File: config.mk
export PLATFORM = sky130hd
export DESIGN_NAME = pipelined_prefix_adder
export DESIGN_NICKNAME = d
export VERILOG_FILES = /design/src/rtl/pipelined_prefix_adder.sv
export SDC_FILE = /design/constraint.sdc
export NUM_CORES = 1
export LEC_CHECK = 0
export CORE_MARGIN = 3
export CORE_UTILIZATION = 40
export CTS_BUF_LIST = sky130_fd_sc_hd__clkbuf_2
export DETAILED_ROUTE_END_ITERATION = 10
export PLACE_DENSITY_LB_ADDON = 0.3
export SLEW_MARGIN = 0
export SYNTH_ARGS = -nofsm -noshare
export SYNTH_HDL_FRONTEND = slang
export SYNTH_SLANG_ARGS = --single-unit
export TNS_END_PERCENT = 100
File: constraint.sdc
create_clock -name clk -period 4.5 [get_ports clk]
set_input_delay 0.675 -clock clk [delete_from_list [all_inputs] [get_ports clk]]
set_output_delay 0.675 -clock clk [all_outputs]
set_load 0.02 [all_outputs]
File: src/rtl/pipelined_prefix_adder.sv
// pipelined_prefix_adder: Kogge-Stone adder/subtractor whose prefix levels are split across STAGES
// handshaked register stages; valid/ready on both sides with collapsing bubbles.
module pipelined_prefix_adder #(
    parameter int N = 32,
    parameter int STAGES = 3,
    parameter int TAG_W = 4
) (
    input  logic             clk,
    input  logic             rst_n,
    input  logic             in_valid,
    output logic             in_ready,
    input  logic [N-1:0]     a,
    input  logic [N-1:0]     b,
    input  logic             cin,
    input  logic             sub,
    input  logic [TAG_W-1:0] in_tag,
    output logic             out_valid,
    input  logic             out_ready,
    output logic [N-1:0]     sum,
    output logic             cout,
    output logic             ovf,
    output logic             zero,
    output logic [TAG_W-1:0] out_tag
);
    localparam int L = $clog2(N);
    localparam int T = L + 1;

    typedef struct packed {
        logic [TAG_W-1:0] tag;
        logic             ci;
        logic [N-1:0]     p0;
        logic [N-1:0]     g;
        logic [N-1:0]     p;
    } st_t;

    // Work unit u (0 = G0/P0, 1..L = prefix levels, L+1 = sum/flags) -> owning stage; earlier stages take the extra unit.
    function automatic int stage_of(input int u);
        int acc;
        stage_of = 0;
        acc = 0;
        for (int k = 0; k < STAGES; k++) begin
            acc += T / STAGES + ((k < T % STAGES) ? 1 : 0);
            if (u > acc) stage_of = k + 1;
        end
    endfunction

    if (N < 2 || STAGES < 1 || STAGES > T) begin : g_bad_param
        $error("pipelined_prefix_adder: N must be >= 2 and STAGES in 1..$clog2(N)+1");
    end

    logic [STAGES-1:0] vld, adv, vprev;

    for (genvar k = 0; k < STAGES; k++) begin : g_stage
        assign adv[k] = out_ready | ~(&vld[STAGES-1:k]);
        if (k == 0) begin : g_first
            assign vprev[k] = in_valid;
        end else begin : g_next
            assign vprev[k] = vld[k-1];
        end
    end

    always_ff @(posedge clk or negedge rst_n) begin
        if (!rst_n) vld <= '0;
        else vld <= (vprev & adv) | (vld & ~adv);
    end

    assign in_ready  = adv[0];
    assign out_valid = vld[STAGES-1];

    st_t x [L+1];
    st_t y [L+1];

    for (genvar u = 0; u <= L; u++) begin : g_unit
        st_t s;
        if (u == 0) begin : g_gen
            logic [N-1:0] bb;
            assign bb = sub ? ~b : b;
            // Carry-in is folded into g[0] so every prefix g[i] is the true carry out of bit i.
            always_comb begin
                s.tag = in_tag;
                s.ci  = sub | cin;
                s.p0  = a ^ bb;
                s.p   = a ^ bb;
                s.g   = a & bb;
                s.g[0] = s.g[0] | (s.p0[0] & s.ci);
            end
        end else begin : g_lvl
            localparam int D = 1 << (u - 1);
            always_comb begin
                s = y[u-1];
                for (int i = D; i < N; i++) begin
                    s.g[i] = y[u-1].g[i] | (y[u-1].p[i] & y[u-1].g[i-D]);
                    s.p[i] = y[u-1].p[i] & y[u-1].p[i-D];
                end
            end
        end
        assign x[u] = s;
        if (stage_of(u + 1) != stage_of(u)) begin : g_reg
            st_t r;
            always_ff @(posedge clk) begin
                if (adv[stage_of(u)]) r <= x[u];
            end
            assign y[u] = r;
        end else begin : g_thru
            assign y[u] = x[u];
        end
    end

    st_t f;
    logic [N-1:0] fs;
    assign f  = y[L];
    assign fs = f.p0 ^ {f.g[N-2:0], f.ci};

    always_ff @(posedge clk or negedge rst_n) begin
        if (!rst_n) begin
            sum     <= '0;
            cout    <= 1'b0;
            ovf     <= 1'b0;
            zero    <= 1'b0;
            out_tag <= '0;
        end else if (adv[STAGES-1]) begin
            sum     <= fs;
            cout    <= f.g[N-1];
            ovf     <= f.g[N-1] ^ f.g[N-2];
            zero    <= ~|fs;
            out_tag <= f.tag;
        end
    end
endmodule

==> key figures <==
STA
  – Clock skew: 0.05713 ns
  – FMAX: 305.0 MHz
  – Period utilization: 72.85%
  – Final TNS setup: 0 ns
  – Setup violations, final: 0
  – RSZ-0062 raised after global routing: no
  – Fin crit period: 3.278 ns
  – Worst slew pin tran: 1.097 ns
  – Slew headroom: 26.87%
  – Slew Viols, Final: 0
  – Final Hold Viols: 0

Clock tree
  – Htree depth: 2
  – CTS resizes: 0
  – CTS Sinks: 224
  – Clock slew at reported path FFs: 0.11 ns
  – CTS tree: built
  – CTS Buffer Depth: 3
  – CTS root buffer: clkbuf_2
  – Total setup buffers inserted after CTS: 0
  – Clock buffer count from CTS: 53
  – Hold buffer count at cts: 1
  – Clk_lat worst skew: 0.78 ns

Logic synthesis
  – FF+latch count, synth: 224
  – Synth top area share: 59.11%
  – Synth area leaders: edfxtp_1, dfrtp_1, nand2_1, ha_1, a21oi_1
  – Unique cell type count in the Yosys netlist: 27
  – Commonest cells in the synthesized netlist: edfxtp_1, nand2_1, a21oi_1
  – Async SR Flop Fraction: 18.75%
  – Synth area leader: edfxtp_1
  – Mapped Area: 9245 um2
  – Number of synthesized flops with an enable pin: 182
  – Most common flop cell mapped by yosys: edfxtp_1
  – Yosys warnings: 0
  – Post-Syn Nets: 809
  – Sequential share of the synthesized area: 70.48%
  – Top-count cell post-synth: edfxtp_1
  – Synthesized netlist cell count: 703
  – Mean cell area of the mapped netlist: 13.15 um2

Pwr
  – Leakage power: 4.400 nW
  – Pwr per Cell Area: 475.4 nW/um2
  – VDD IR max: 0.1432 mV

Floorplanning
  – DIE HEIGHT: 158.0 um
  – Initial Utilization: 41.46%
  – Die Width: 158.0 um
  – Ports: 115
  – Cell Rows: 54
  – Die Area: 24970 um2
  – Core area: 22300 um2

Drt
  – Wire length per cell: 16.65 um
  – Drc violations: 0
  – Pre-Repair DR Iteration Count: 5
  – Initial DRC Count: 385
  – Vias: 5753
  – Vias/cell: 4.859
  – DRT Wirelength: 19720 um
  – Final ANT Viol Nets: 0

Placement
  – DPL Wire Length: 14620 um
  – GPL Wtd Cong: 0.8373
  – Dpl cells: 1086
  – Port Buffer Count: 114

Status
  – Run status: complete, no violations

Worst setup path
  – CP max stage delay: 0.65 ns
  – Kind of critical path: reg2out
  – CP Capture Type: output port
  – CP required: 3.83 ns
  – Worst-path cell chain: nor2b_2 -> buf_4 -> nand3_4 -> clkdlybuf4s50_1
  – Setup crit start kind: register
  – Worst EP arrival: 2.60 ns
  – Worst-path fanout max: 24
  – Slowest-stage cell, CP: clkdlybuf4s50_1

Worst hold path
  – Hold Startpoint: g_unit[2].g_reg.r[69]
  – Worst hold path class: reg2reg

Global route
  – Largest net degree at the start of global routing: 87
  – GRT overflow: 0
  – Number of global-route vias before repair: 5696
  – Global-route wire length before repair: 29860 um
  – Number of antenna violations at the first check in global routing: 1
  – GRT Total Usage: 15.75%

Cells and area
  – Layout Utilization: 50.13%
  – P&R area growth vs syn: 20.90%
  – Layout Cells excl Fill: 1184
  – Fillers: 2011
  – Share of cells above drive strength 1: 9.967%
  – Final nets: 968

Job
  – Max-Cap Viols: 0
[layout by cell type, fill, tap and decap left out, drive strengths merged, types with 4 or more instances in the layout]
| master | n |
|---|---|
| ha | 32 |
| clkdlybuf4s50 | 112 |
| clkbuf | 75 |
| xnor2 | 33 |
| nand3 | 11 |
| xor2 | 32 |
| buf | 4 |
| o21ai | 40 |
| nor4 | 5 |
| nand4 | 4 |
| edfxtp | 182 |
| inv | 6 |
| a21oi | 77 |
| clkinv | 20 |
| o21bai | 5 |
| nand2b | 11 |
| nor2b | 8 |
| nor2 | 61 |
| nand2 | 127 |
| dfrtp | 42 |
| a21o | 11 |
[cells by family (layout without fill, tap and decap cells)]
group                    after synthesis  in the layout  share of synthesized area [%]
XOR/XNOR                              65             65                          6.158
flip-flops                           224            224                          70.48
adder cells (fa/ha/maj)               32             32                          4.331
AND/OR/NAND/NOR                      229            229                          10.26
buffers and inverters                 18            218                         0.8661
other                                  0              1                              0
AO/OA/AOI/OAI                        135            135                          7.904
[flip-flops by register name (all words and copies together) (netlist names), named ones only]
name / cells
f: 53
cout: 1
sum: 32
ovf: 1
g_unit.g_reg.r: 129
out_tag: 4
zero: 1
[critical path, delay by kind of cell, from the launching register on]
family / cells / cell delay, ns
buffers and inverters: 2 / 0.94
DFF: 1 / 0.40
and+or+nand+nor: 2 / 0.48
[power by group]
| part | switching [mW] | internal [mW] | total, mW |
|---|---|---|---|
| Clock | 0.748 | 0.452 | 1.20 |
| Sequential | 0.248 | 2.72 | 2.97 |
| Combinational | 0.644 | 0.501 | 1.15 |
| Total | 1.64 | 3.67 | 5.31 |
[final timing paths]
check,to,slack [ns],cells past startpoint
min in group asynchronous,sum[8],0.56,2
hold / removal,f[69],0.41,0
setup reg to reg,g_unit[2].g_reg.r[58],2.10,4
hold reg to reg,f[69],0.41,0
max in group asynchronous,sum[27],3.35,2
setup / recovery,in_ready,1.22,4
[cell type report]
type,instances,area (um2),area share [%]
flip-flops and latches,224,6516,58.30
diodes,1,2.502,0.02239
repair buffers,117,1156,10.34
clock buffers,75,375.4,3.358
multi-input cells,461,2674,23.92
clock inverters,21,83.83,0.7500
well taps,280,350.3,3.134
inverters,5,18.77,0.1679
[layer usage]
metal  vias to the layer above  global-route usage [%]  wire length [um]
met2                       180                   23.94              8918
li1                       2872                       -                 -
met4                         0                   4.875               270
met5                         -                       0                 0
met1                      2676                   22.47              9302
met3                        25                   3.964              1223
[per-stage QoR]
| stage | cell area, um2 | hold WS (ns) | total power [mW] | setup slack [ns] |
|---|---|---|---|---|
| 4_1_cts | 11170 | 0.3638 | 5.371 | 1.108 |
| 6_report | 11180 | 0.4071 | 5.313 | 1.222 |
| 5_1_grt | 11180 | 0.3766 | 5.630 | 0.9967 |
| 3_5_place_dp | 10710 | 0.4056 | 4.169 | 1.323 |
| 2_1_floorplan | 9250 | 0.3794 | 3.585 | 1.251 |
| 3_3_place_gp | 10710 | 0.4014 | 4.151 | 1.334 |
Note: power is estimated with default switching activity, not from simulation.
